$ cat src/rtl/sa_autosa_cacc_pkg.sv
// Shared definitions for the CACC accumulation sequencer.
//   CACC_IN_W / CACC_PSUM_W : MAC result and partial-sum widths
//   CALC_LAT                : calc in_* -> out_partial_* latency in cycles
//   cacc_state_e            : sequencer FSM states
//   inflight_t              : one in-flight write-back slot {valid, addr}
package sa_autosa_cacc_pkg;

    localparam int CACC_IN_W       = 22;
    localparam int CACC_PSUM_W     = 34;
    localparam int CALC_LAT        = 2;
    // One registered output stage in front of the calc, then CALC_LAT cycles.
    localparam int INFLIGHT_STAGES = CALC_LAT + 1;
    // Address field width of the in-flight slot; the top requires ADDR_W <= this.
    localparam int ADDR_MAX_W      = 16;

    typedef enum logic [1:0] {
        ST_IDLE  = 2'd0,
        ST_RUN   = 2'd1,
        ST_DRAIN = 2'd2
    } cacc_state_e;

    typedef struct packed {
        logic                  valid;
        logic [ADDR_MAX_W-1:0] addr;
    } inflight_t;

endpackage

$ cat src/rtl/sa_autosa_cacc_psum_rf.sv
// Partial-sum register file: DEPTH x DATA_W, one combinational read port and
// one synchronous write port. Contents are deliberately not reset.
//   autosa_core_clk : clock
//   wr_en/wr_addr/wr_data : write port, takes effect at the rising edge
//   rd_addr/rd_data       : asynchronous read port
module sa_autosa_cacc_psum_rf
    import sa_autosa_cacc_pkg::*;
#(
    parameter int ADDR_W = 6,
    parameter int DATA_W = CACC_PSUM_W
) (
    input  logic              autosa_core_clk,
    input  logic              wr_en,
    input  logic [ADDR_W-1:0] wr_addr,
    input  logic [DATA_W-1:0] wr_data,
    input  logic [ADDR_W-1:0] rd_addr,
    output logic [DATA_W-1:0] rd_data
);

    localparam int DEPTH = 1 << ADDR_W;

    logic [DATA_W-1:0] mem [DEPTH];

    always_ff @(posedge autosa_core_clk) begin
        if (wr_en) begin
            mem[wr_addr] <= wr_data;
        end
    end

    assign rd_data = mem[rd_addr];

endmodule

$ cat src/rtl/sa_autosa_cacc_assembly_ctrl.sv
// Accumulation sequencer for one CACC lane. Accepts MAC results, reads the
// stored partial sum for the current entry, drives the calc inputs one cycle
// later, and writes the calc's partial result back CALC_LAT cycles after that.
// Stalls the MAC stream while an in-flight write-back targets the entry about
// to be read.
//   cfg_stripe_len/cfg_grp_num/op_en : job config (minus-1 encoded) and start
//   mac_valid/mac_data/mac_ready     : MAC result stream
//   calc_in_*                        : registered drive to the calc
//   calc_out_partial_*               : calc result, written back to the buffer
//   busy/done/wb_err                 : status; wb_err is sticky until op_en
module sa_autosa_cacc_assembly_ctrl
    import sa_autosa_cacc_pkg::*;
#(
    parameter int ADDR_W = 6,
    parameter int GRP_W  = 8
) (
    input  logic                   autosa_core_clk,
    input  logic                   autosa_core_rstn,
    input  logic [ADDR_W-1:0]      cfg_stripe_len,
    input  logic [GRP_W-1:0]       cfg_grp_num,
    input  logic                   op_en,
    input  logic                   mac_valid,
    input  logic [CACC_IN_W-1:0]   mac_data,
    output logic                   mac_ready,
    output logic [CACC_IN_W-1:0]   calc_in_data,
    output logic [CACC_PSUM_W-1:0] calc_in_op,
    output logic                   calc_in_op_valid,
    output logic                   calc_in_sel,
    output logic                   calc_in_valid,
    input  logic [CACC_PSUM_W-1:0] calc_out_partial_data,
    input  logic                   calc_out_partial_valid,
    output logic                   busy,
    output logic                   done,
    output logic                   wb_err
);

    cacc_state_e state, state_nxt;

    logic [ADDR_W-1:0] stripe_len_q;
    logic [GRP_W-1:0]  grp_num_q;
    logic [ADDR_W-1:0] e;
    logic [GRP_W-1:0]  g;

    // inflight[] carries write-back intent (final-group beats are marked
    // invalid); vld_pipe tracks occupancy of every beat, so DRAIN also waits
    // for final-group beats that never write back.
    inflight_t [INFLIGHT_STAGES-1:0] inflight;
    logic      [INFLIGHT_STAGES-1:0] vld_pipe;
    inflight_t                       push;
    inflight_t                       wb_stage;

    logic                   start;
    logic                   accept;
    logic                   hazard;
    logic                   last_ent;
    logic                   last_grp;
    logic                   pipe_empty;
    logic                   wb_en;
    logic [CACC_PSUM_W-1:0] rd_data;

    assign start      = (state == ST_IDLE) && op_en;
    assign accept     = mac_valid && mac_ready;
    assign last_ent   = (e == stripe_len_q);
    assign last_grp   = (g == grp_num_q);
    assign pipe_empty = ~|vld_pipe;
    assign wb_stage   = inflight[INFLIGHT_STAGES-1];
    assign wb_en      = calc_out_partial_valid && wb_stage.valid;

    // Any pending write-back to the entry we would read next blocks the read;
    // the buffer only holds the fresh value from the cycle after stage 3.
    always_comb begin
        hazard = 1'b0;
        for (int i = 0; i < INFLIGHT_STAGES; i++) begin
            if (inflight[i].valid && (inflight[i].addr == ADDR_MAX_W'(e))) begin
                hazard = 1'b1;
            end
        end
    end

    always_comb begin
        push = '0;
        if (accept) begin
            push.valid = ~last_grp;
            push.addr  = ADDR_MAX_W'(e);
        end
    end

    // ---------------------------------------------------------------- FSM
    always_ff @(posedge autosa_core_clk or negedge autosa_core_rstn) begin
        if (!autosa_core_rstn) begin
            state <= ST_IDLE;
        end else begin
            state <= state_nxt;
        end
    end

    always_comb begin
        state_nxt = state;
        mac_ready = 1'b0;
        done      = 1'b0;
        busy      = 1'b0;
        case (state)
            ST_IDLE: begin
                if (op_en) begin
                    state_nxt = ST_RUN;
                end
            end
            ST_RUN: begin
                busy      = 1'b1;
                mac_ready = ~hazard;
                if (accept && last_ent && last_grp) begin
                    state_nxt = ST_DRAIN;
                end
            end
            ST_DRAIN: begin
                busy = 1'b1;
                if (pipe_empty) begin
                    done      = 1'b1;
                    state_nxt = ST_IDLE;
                end
            end
            default: state_nxt = ST_IDLE;
        endcase
    end

    // ----------------------------------------------------- config/counters
    always_ff @(posedge autosa_core_clk or negedge autosa_core_rstn) begin
        if (!autosa_core_rstn) begin
            stripe_len_q <= '0;
            grp_num_q    <= '0;
            e            <= '0;
            g            <= '0;
        end else if (start) begin
            stripe_len_q <= cfg_stripe_len;
            grp_num_q    <= cfg_grp_num;
            e            <= '0;
            g            <= '0;
        end else if (accept) begin
            if (last_ent) begin
                e <= '0;
                g <= g + 1'b1;
            end else begin
                e <= e + 1'b1;
            end
        end
    end

    // ---------------------------------------------------------- calc drive
    always_ff @(posedge autosa_core_clk or negedge autosa_core_rstn) begin
        if (!autosa_core_rstn) begin
            calc_in_valid    <= 1'b0;
            calc_in_data     <= '0;
            calc_in_op       <= '0;
            calc_in_op_valid <= 1'b0;
            calc_in_sel      <= 1'b0;
        end else begin
            calc_in_valid <= accept;
            if (accept) begin
                calc_in_data     <= mac_data;
                calc_in_op       <= rd_data;
                // Group 0 starts a fresh sum; the calc ignores in_op then.
                calc_in_op_valid <= (g != '0);
                calc_in_sel      <= last_grp;
            end
        end
    end

    // ------------------------------------------------- in-flight tracking
    always_ff @(posedge autosa_core_clk or negedge autosa_core_rstn) begin
        if (!autosa_core_rstn) begin
            inflight <= '0;
            vld_pipe <= '0;
        end else begin
            inflight <= {inflight[INFLIGHT_STAGES-2:0], push};
            vld_pipe <= {vld_pipe[INFLIGHT_STAGES-2:0], accept};
        end
    end

    // Stale calc results after a reset land while IDLE and are not flagged.
    always_ff @(posedge autosa_core_clk or negedge autosa_core_rstn) begin
        if (!autosa_core_rstn) begin
            wb_err <= 1'b0;
        end else if (start) begin
            wb_err <= 1'b0;
        end else if ((state != ST_IDLE) && (calc_out_partial_valid != wb_stage.valid)) begin
            wb_err <= 1'b1;
        end
    end

    sa_autosa_cacc_psum_rf #(
        .ADDR_W (ADDR_W),
        .DATA_W (CACC_PSUM_W)
    ) u_psum_rf (
        .autosa_core_clk (autosa_core_clk),
        .wr_en           (wb_en),
        .wr_addr         (wb_stage.addr[ADDR_W-1:0]),
        .wr_data         (calc_out_partial_data),
        .rd_addr         (e),
        .rd_data         (rd_data)
    );

endmodule

$ cat config.mk
export PLATFORM = sky130hd
export DESIGN_NAME = sa_autosa_cacc_assembly_ctrl
export DESIGN_NICKNAME = d
export VERILOG_FILES = /design/src/rtl/sa_autosa_cacc_pkg.sv /design/src/rtl/sa_autosa_cacc_psum_rf.sv /design/src/rtl/sa_autosa_cacc_assembly_ctrl.sv
export SDC_FILE = /design/constraint.sdc
export NUM_CORES = 2
export LEC_CHECK = 0
export ABC_AREA = 0
export ABC_CLOCK_PERIOD_IN_PS = 9400
export CELL_PAD_IN_SITES_DETAIL_PLACEMENT = 0
export CELL_PAD_IN_SITES_GLOBAL_PLACEMENT = 1
export CORE_UTILIZATION = 31
export CTS_CLUSTER_SIZE = 12
export DETAILED_ROUTE_END_ITERATION = 7
export GPL_TIMING_DRIVEN = 0
export HOLD_SLACK_MARGIN = 0.06
export PLACE_DENSITY_LB_ADDON = 0.15
export SYNTH_ARGS = -nofsm -noshare
export SYNTH_HDL_FRONTEND = slang
export SYNTH_HIERARCHICAL = 1
export SYNTH_SLANG_ARGS = --single-unit
$ cat constraint.sdc
create_clock -name autosa_core_clk -period 9.4 [get_ports autosa_core_clk]
set_input_delay 1.41 -clock autosa_core_clk [delete_from_list [all_inputs] [get_ports autosa_core_clk]]
set_output_delay 1.41 -clock autosa_core_clk [all_outputs]
set_load 0.005 [all_outputs]
==> run summary <==
Synthesized flop and latch total - 2,289
CTS clock-pin slew for the worst setup and hold paths - 0.06 ns
Startpoint Class - flop
Filler cell count in the final layout - 25,700
Clock skew - 0.0581 ns
Placed cell areas - 97,200 um2
Worst Hold Class - reg2reg
DRC violation count after routing - 0
CTS Buf Count - 268
Seq/Total Area, Yosys - 77.4%
Worst path buffer plus inverter count - 3
Gr usage total - 20.4%
DIE WIDTH - 535 um
Critical path depth - 7
FF-to-FF End - calc_in_op[24]
Worst-margin pin slew - 1.42 ns
Hold depth - 0
Post-CTS Repair Setup Buffers - 0
Drt first-iter violations - 4,311
Net Sw Power - 6.97 mW
CTS resizes - 0
I/O Buffers - 137
Root Buffer - clkbuf_16
Gate power share - 18.3%
Core Area - 282,000 um2
Critical Path AT - 3.94 ns
Wire per inst - 34.1 um
Cell internal pwr - 19.2 mW
Synth Instances - 4,103
Pleak - 32.2 nW
Clock Power Share - 37.6%
EDFF count, synth - 2,176
Main synth FF type - edfxtp_1
Required time of the critical path - 7.99 ns
Slowest Stage Delay on Critical Path - 0.95 ns
First-pass GRT wire length - 398 mm
Die area - 286,000 um2
FMAX - 187 MHz
Peak supply drop - 0.128 mV
1st-pass router iterations - 5
End-of-flow core utilization - 37.3%
Hold Crit Endpoint - inflight[34]
Reg2Reg Setup Slack - 4.34 ns
Async SR Flop Fraction - 4.94%
Status - completed
Initial core utilization - 31.2%
Post-DP HPWL - 204 mm
Gr ovfl total - 0
Most frequent cells in the layout - edfxtp_1, mux4_2, clkbuf_16, clkbuf_1, mux2i_1
Worst-skew pair later-pin latency - 0.86 ns
Vias in the first global route - 45,900
Count of final setup violators - 0
Share of cells above drive strength 1 - 26.5%
Slowest-stage cell, CP - dfrtp_1
H-tree Lvls - 5
Max_slew headroom - 5.50%
Crit path time final - 5.35 ns
Mean Syn Cell Area - 21.5 um2
Largest net degree at the start of global routing - 63
DR vias/cell - 5.22
Leading cell type in the layout, fill and taps excluded - edfxtp_1
# rows - 195
Max-cap viol count - 0
Pins Over Slew Limit - 0
Ys Warns - 6
CTS sink count - 2,289
CTS tree - done
HP Start - inflight[17]
Design area - 105,000 um2
Count of different cell masters after synthesis - 62
Sw frac - 26.6%
Final antenna-violating net count - 0
Area growth, synth to finish - 19.6%
Post-Syn Area - 88,000 um2
WS Path Type - reg2out
Clock tree buffer depth - 4
CP max FO - 10
Power Density - 248 nW/um2
Nets - 4,726
Worst Setup End Kind - output port
Via Count - 44,800
Setup TNS - 0 ns
Worst r2r path cells - 8
Die Height - 535 um
Final Hold Fails - 0
Delay-heaviest family, CP - buffers and inverters
Number of I/O pins - 138
Syn Nets - 4,185
GP Congestion - 0.788
Initial antenna violation count - 18
Period utilization - 56.9%
Cts hold-fix bufs - 0
Sequential power share - 44.1%
Final wirelength - 293 mm
RSZ-0062 raised after global routing - false
Critical path cell sequence - buf_4 > xnor2_1 > nand4_1 > o22a_1 > clkbuf_1 > o311a_1 > clkdlybuf4s50_1
Worst R2R Start - e[3]
## registers in the layout, indices dropped and copies added, names as in the netlist
register	flops
calc_in_op	34
calc_in_op_valid	1
vld_pipe	3
e	6
state	2
stripe_len_q	6
u_psum_rf/mem	2176
inflight	21
wb_err	1
grp_num_q	8
calc_in_data	22
g	8
calc_in_sel	1
## kinds of logic (layout without fill, tap and decap cells)
family / after synthesis / count (layout) / synth area share, %
and+or+nand+nor: 465 / 465 / 2.55
muxes: 740 / 740 / 15.3
buffers and inverters: 243 / 976 / 1.46
other: 0 / 14 / 0
xor gates and xnor gates: 32 / 32 / 0.344
adders and majority gates: 7 / 7 / 0.0995
DFF: 2289 / 2289 / 77.4
AOI/OAI and AO/OA: 327 / 327 / 2.79
## cell type report
class	instances	area [um2]	area share, %
flip-flops and latches	2289	68200	64.7
multi-input cells	1571	19100	18.1
clock buffers	369	7350	6.98
well taps	3743	4680	4.45
repair buffers	271	3980	3.78
plain buffers	236	1260	1.20
clock inverters	93	749	0.712
diodes	14	35.0	0.0333
inverters	7	26.3	0.0250
## Yosys cell counts (23+ instances only)
library cell | count | area share, %
o22ai_1 | 88 | 0.63
a221o_1 | 24 | 0.27
nand3_1 | 78 | 0.44
mux4_2 | 472 | 12
a211oi_1 | 25 | 0.21
edfxtp_1 | 2176 | 74
a22oi_1 | 55 | 0.47
buf_2 | 70 | 0.40
nand4_1 | 53 | 0.38
nor2_1 | 92 | 0.39
buf_1 | 23 | 0.098
xnor2_1 | 26 | 0.26
mux2_2 | 101 | 1.3
dfrtp_1 | 113 | 3.2
nand2_1 | 140 | 0.60
clkbuf_1 | 98 | 0.42
o221ai_1 | 39 | 0.39
nor2b_1 | 24 | 0.17
mux2i_1 | 157 | 1.8
## how the worst max path moves through the flow
stage	to	startpoint
global placement	u_psum_rf/mem[48][1]	calc_out_partial_valid
global route	mac_ready	e[3]
detailed placement	calc_in_op[18]	e[2]
floorplan	u_psum_rf/mem[48][0]	calc_out_partial_valid
finish	mac_ready	e[3]
CTS	mac_ready	e[3]
## stage by stage
step | hold WS, ns | power, mW | setup WS, ns | cells
after global routing | 0.377 | 27.1 | 3.83 | 8587
after detailed placement | 0.380 | 16.7 | 4.10 | 8117
final | 0.361 | 26.2 | 4.05 | 8593
after floorplan | 0.353 | 14.5 | 4.60 | 4103
after global placement | 0.378 | 16.7 | -0.666 | 7983
after CTS | 0.362 | 26.5 | 3.86 | 8579
## power groups by stage
stage / Combinational, mW / Sequential, mW / Clock, mW
CTS: 4.93 / 11.5 / 10.1
global route: 5.06 / 11.6 / 10.4
floorplan: 2.82 / 11.7 / 0
finish: 4.80 / 11.5 / 9.83
global placement: 4.86 / 11.8 / 0
detailed placement: 4.91 / 11.8 / 0
## per-layer routing
metal | global-route usage [%] | part of all wire [%] | vias up
li1 | - | - | 18400
met1 | 27.7 | 43 | 24800
met2 | 33.8 | 49 | 1296
met3 | 2.91 | 4.7 | 373
met4 | 5.88 | 3.0 | 0
met5 | 0 | 0 | -
## worst register-to-register path: cells and delay by family, from the launching register on
family,cells,cell delay [ns]
multiplexers,1,0.16
buffers and inverters,3,2.64
flip-flops,1,0.95
AND/OR/NAND/NOR,4,1.24
No activity file was read; power rests on OpenSTA's default activity.
